===== config.mk =====
export PLATFORM = sky130hd
export DESIGN_NAME = rd_busy_scoreboard
export DESIGN_NICKNAME = d
export VERILOG_FILES = /design/src/rtl/rd_busy_scoreboard.sv
export SDC_FILE = /design/constraint.sdc
export NUM_CORES = 1
export LEC_CHECK = 0
export BUFFER_PORTS_ARGS = -buffer_cell sky130_fd_sc_hd__buf_2
export CAP_MARGIN = 30
export CORE_AREA = 4 4 97 99
export DETAILED_ROUTE_END_ITERATION = 8
export DIE_AREA = 0 0 101 103
export GPL_ROUTABILITY_DRIVEN = 0
export HOLD_SLACK_MARGIN = 0.03
export PLACE_DENSITY = 0.57
export SLEW_MARGIN = 15
export SYNTH_ARGS = -nofsm -noshare
export SYNTH_HDL_FRONTEND = slang
export SYNTH_SLANG_ARGS = --single-unit

===== constraint.sdc =====
create_clock -name clk -period 3.8 [get_ports clk]
set_input_delay 0.38 -clock clk [delete_from_list [all_inputs] [get_ports clk]]
set_output_delay 0.38 -clock clk [all_outputs]
set_load 0.005 [all_outputs]

===== src/rtl/rd_busy_scoreboard.sv =====
// Register busy scoreboard for long-latency writes: flags RAW, WAW and
// structural hazards at decode and tracks how many multicycle writes are in flight.
module rd_busy_scoreboard #(
    parameter int MAX_PENDING = 4,
    parameter int FP_type     = 0
) (
    input  logic                                 clk,
    input  logic                                 reset,
    input  logic                                 id_valid,
    input  logic [4:0]                           id_rs1,
    input  logic [4:0]                           id_rs2,
    input  logic [4:0]                           id_rs3,
    input  logic [2:0]                           id_rs_used,
    input  logic [4:0]                           id_rd,
    input  logic                                 id_wen,
    input  logic                                 id_multicycle,
    input  logic                                 flush,
    input  logic                                 cmp_valid,
    input  logic [4:0]                           cmp_rd,
    output logic                                 no_dependency,
    output logic                                 no_collision,
    output logic                                 rd_not_busy,
    output logic [31:0]                          busy_vec,
    output logic [$clog2(MAX_PENDING+1)-1:0]     pending_count
);

    localparam int CW = $clog2(MAX_PENDING + 1);

    logic [31:0]   busy_q, busy_d;
    logic [CW-1:0] cnt_q, cnt_d;

    logic [31:0] cmp_mask;
    logic [31:0] set_mask;
    logic [2:0]  raw;
    logic        waw;
    logic        at_limit;
    logic        struct_hz;
    logic        accept;
    logic        mc_issue;
    logic        cnt_inc;
    logic        cnt_dec;

    always_comb begin
        // A register being written back this cycle is treated as already free.
        cmp_mask = cmp_valid ? (32'd1 << cmp_rd) : 32'd0;

        raw[0] = id_rs_used[0] & busy_q[id_rs1] & ~cmp_mask[id_rs1];
        raw[1] = id_rs_used[1] & busy_q[id_rs2] & ~cmp_mask[id_rs2];
        raw[2] = id_rs_used[2] & busy_q[id_rs3] & ~cmp_mask[id_rs3];
        waw    = id_valid & id_wen & busy_q[id_rd] & ~cmp_mask[id_rd];

        at_limit  = (cnt_q == CW'(MAX_PENDING));
        struct_hz = id_valid & id_multicycle & at_limit & ~cmp_valid;

        no_dependency = ~(id_valid & (|raw));
        no_collision  = ~(waw | struct_hz);
        rd_not_busy   = ~busy_q[id_rd];

        accept   = id_valid & no_dependency & no_collision & ~flush;
        mc_issue = accept & id_wen & id_multicycle;

        set_mask = 32'd0;
        if (mc_issue && ((FP_type != 0) || (id_rd != 5'd0))) begin
            set_mask = 32'd1 << id_rd;
        end

        // Clear first, then set, so a same-edge set on the completing register wins.
        busy_d = (busy_q & ~cmp_mask) | set_mask;
        if (FP_type == 0) begin
            busy_d[0] = 1'b0;
        end

        // A completion with nothing in flight is stale and leaves the count alone.
        cnt_dec = cmp_valid & (cnt_q != '0);
        cnt_inc = mc_issue;
        cnt_d   = cnt_q;
        if (cnt_inc && !cnt_dec && !at_limit) begin
            cnt_d = cnt_q + CW'(1);
        end else if (cnt_dec && !cnt_inc) begin
            cnt_d = cnt_q - CW'(1);
        end
    end

    always_ff @(posedge clk) begin
        if (reset) begin
            busy_q <= 32'd0;
            cnt_q  <= '0;
        end else begin
            busy_q <= busy_d;
            cnt_q  <= cnt_d;
        end
    end

    assign busy_vec      = busy_q;
    assign pending_count = cnt_q;

endmodule


==> impl.org <==
** Status
- Result of the run :: complete, no violations

** STA
- Aggregate negative setup slack :: 0 ps
- After layout, the worst path uses 81.3% of the clock period.
- Slew at the pin with the worst max-slew slack :: 859 ps
- The tightest hold path in the finished design has a slack of 350 ps.
- Clock period minus final worst setup slack :: just over 3000 ps
- Normalized max-slew margin :: 42.7%
- Count of endpoints failing hold in the final timing report :: 0
- For this run, the top clock speed supported by timing is 0.324 GHz.
- Final setup violation count :: 0
- Unrepaired setup endpoints after global routing :: false
- The count of pins over their slew limit is 0.
- Final Skew :: slightly above 5 ps

** Route
- Router iterations before antenna repair :: 5
- The detailed router finished its first iteration with 241 violations.
- Vias/cell :: 6.34
- For this run, design rule violations remaining after detail routing come to 0.
- The final layout contains routed wiring with a total length of roughly 12000 um.
- Detailed routing inserted a total of 3322 vias.
- Detail Route Antenna Nets :: 0
- Wire length per cell :: between 20 and 25 um

** Synthesis
- Synthesized area per cell :: 8.49 um^2
- Fraction of the yosys area taken by sequential cells :: 22.0%
- Number of distinct standard cells referenced by the synthesized netlist :: between 50 and 60
- After synthesis the cells add up to between 0.003 and 0.004 mm^2.
- Ranked by total cell area, the synthesized netlist is headed by dfxtp_1 (22%), mux4_2 (14%), mux2i_1 (8.4%), nand2_1 (4.1%), nand3_1 (4.0%).
- Post-synth EDFFs :: 0
- Synthesis handed over a netlist of 364 instances.
- In this run, synthesis produced a sequential element count of 34.
- Synthesis Warnings :: 0
- Summed over its instances, the top area cell type makes up between 20 and 25% of the synthesized netlist area.
- Prevailing post-synth register cell :: dfxtp_1
- Share of flip-flops with an asynchronous set or reset after synthesis :: 0%
- Synthesized net count :: 400
- Cell type with the highest aggregate area in the netlist :: dfxtp_1

** Setup path
- The worst register-to-register path has a setup slack of approximately 750 ps.
- Critical setup path kind :: in -> reg
- Along the worst path, the maximum fanout reaches 17.
- STA classifies the critical path endpoint as a register.
- At the worst endpoint, the arrival time is ~3300 ps.
- The worst setup path is launched from an input pin.
- Data on the critical path is required at its endpoint by 4030 ps.

** CTS
- TritonCTS built the clock tree.
- The number of clock buffers added by TritonCTS is 5.
- The clock passes through at most 2 buffers.
- In this run the post-CTS setup repair buffer count came out at 0.
- Deepest level of the CTS H-tree :: 2
- After clock tree synthesis, the clock-pin slew on the worst setup and hold paths is 80 ps.
- Clock root buffer master :: clkbuf_8
- Number of cells upsized or downsized after cts :: 0
- Clock Sinks :: 34
- Worst-skew pair later-pin latency :: 290 ps
- Hold bufs inserted after CTS :: 0

** Cells and area
- Fill cell total of the finished layout :: 897
- Cells with a size suffix above 1 make up 29.3% of the layout.
- Final layout net count :: 451
- The finished cells cover between 0.003 and 0.004 mm^2.
- In the layout the commonest cells are buf_2 (71), nand2_1 (34), dfxtp_1 (34).
- Compared with the post-synthesis result, the final layout area differs by 16.9%.
- The library cell used most frequently in the layout, excluding fill and tap cells, is buf_2.
- The repair_antennas step left the layout with diodes totalling 0.

** Hold path
- Worst min-delay path class :: in -> reg

** Floorplan
- Die width :: 101 um
- Core region area :: 0.00855 mm^2
- DIE HEIGHT :: 103 um
- Die Outline Area :: 0.0104 mm^2
- Starting density of the core :: a little over a third
- After floorplanning, the core was divided into 34 placement rows.
- Boundary Pins :: 73

** Pwr
- LEAKAGE :: 1.40 nW
- VDD sags by at most 157 uV.
- For this design the ratio of total power to cell area is 274 mW/mm^2.

** Global route
- Global routing consumed, on the met1 layer, between 30 and 40% of the routing resources.
- The global routing stage identified its most utilized layer as met2.
- Pin count of the biggest net entering global routing :: 32
- For met2 alone, demand over resource in global routing was 35.2%.
- Via count of the first global-routing pass :: roughly 3200
- The first global-routing pass estimated about 18000 um of wire.
- For this run, the total global-route usage over all layers was measured as 22.5%.
- The number of antenna violations at the first check in global routing is 0.
- In the global route stage, met3 resource usage came out at 4.94%.
- Overflow after GRT :: 0

** Place
- The wire-length estimate of the detail-placed layout is 8510 um.
- Placed standard-cell area :: 0.00348 mm^2
- Total of buffers placed on input and output ports :: 71

** Job
- Maximum capacitance violations :: 0
state kept, by name, summed over array words and instances (netlist names):
name           flops
busy_vec          31
pending_count      3
cell usage after synthesis (7+ instances only):
| library cell | count |
|---|---|
| xor2_1 | 12 |
| inv_1 | 9 |
| o21ai_0 | 10 |
| o211ai_1 | 13 |
| nor3_1 | 8 |
| mux2_2 | 8 |
| dfxtp_1 | 34 |
| mux4_2 | 19 |
| a21oi_1 | 7 |
| clkbuf_1 | 23 |
| o311ai_0 | 7 |
| nand2_1 | 34 |
| o21ai_2 | 7 |
| mux2i_1 | 26 |
| nor2b_1 | 7 |
| o21ai_1 | 20 |
| nand3_1 | 25 |
| nor2_1 | 18 |
report_power, final:
| group | internal [mW] | switching (mW) | leakage [nW] |
|---|---|---|---|
| combinational | 0.0788 | 0.128 | 1.05 |
| sequential | 0.360 | 0.0101 | 0.274 |
| clock | 0.263 | 0.150 | 0.0683 |
routing by layer:
layer	part of all wire [%]	vias to the layer above
met3	8.6	22
met4	2.1	0
li1	-	1502
met2	46	174
met5	0	-
met1	43	1624
worst max-delay path, stage by stage:
cell	delay (ps)
buf_2	310
mux4_2	540
mux2_2	280
a211o_1	320
o211ai_2	80
nand3_1	110
nor3_2	220
o211ai_1	130
fa_1	460
nor4_1	260
mux2i_1	100
a31oi_1	120
metrics by stage:
step | setup slack [ps] | total power, mW | utilization [%] | cells
after floorplan | 516 | 0.520 | - | 364
after CTS | 732 | 0.990 | 42.3 | 524
after detailed placement | 417 | 0.582 | 40.6 | 516
after global placement | 489 | 0.579 | 40.6 | 516
final | 711 | 0.990 | 42.3 | 524
after global routing | 470 | 1.03 | 42.3 | 524
logic make-up (layout without fill, tap and decap cells):
kind of cell | Yosys count | after routing | share of synthesized area (%)
compound gates | 95 | 95 | 21.5
xor+xnor | 17 | 17 | 4.82
fa+ha+maj | 1 | 1 | 0.648
buf+inv | 40 | 92 | 5.34
flops | 34 | 34 | 22.0
mux | 53 | 53 | 25.2
other cells | 1 | 1 | 0.121
simple gates | 123 | 123 | 20.3
final timing paths:
kind	from	endpoint	cells past startpoint
setup / recovery	id_rd[0]	pending_count[2]$_SDFFE_PP0P_	12
hold reg to reg	busy_vec[26]$_SDFF_PP0_	busy_vec[26]$_SDFF_PP0_	2
hold / removal	reset	pending_count[2]$_SDFFE_PP0P_	2
setup reg to reg	busy_vec[23]$_SDFF_PP0_	pending_count[2]$_SDFFE_PP0P_	11
layout make-up:
| cell class | count | area (um^2) | area share [%] |
|---|---|---|---|
| inverters | 10 | 37.5 | 1.04 |
| flip-flops and latches | 34 | 681 | 18.8 |
| clock inverters | 3 | 68.8 | 1.90 |
| clock buffers | 5 | 68.8 | 1.90 |
| multi-input cells | 290 | 2240 | 62.1 |
| well taps | 108 | 135 | 3.74 |
| repair buffers | 74 | 378 | 10.5 |
No activity file was read; power rests on OpenSTA's default activity.
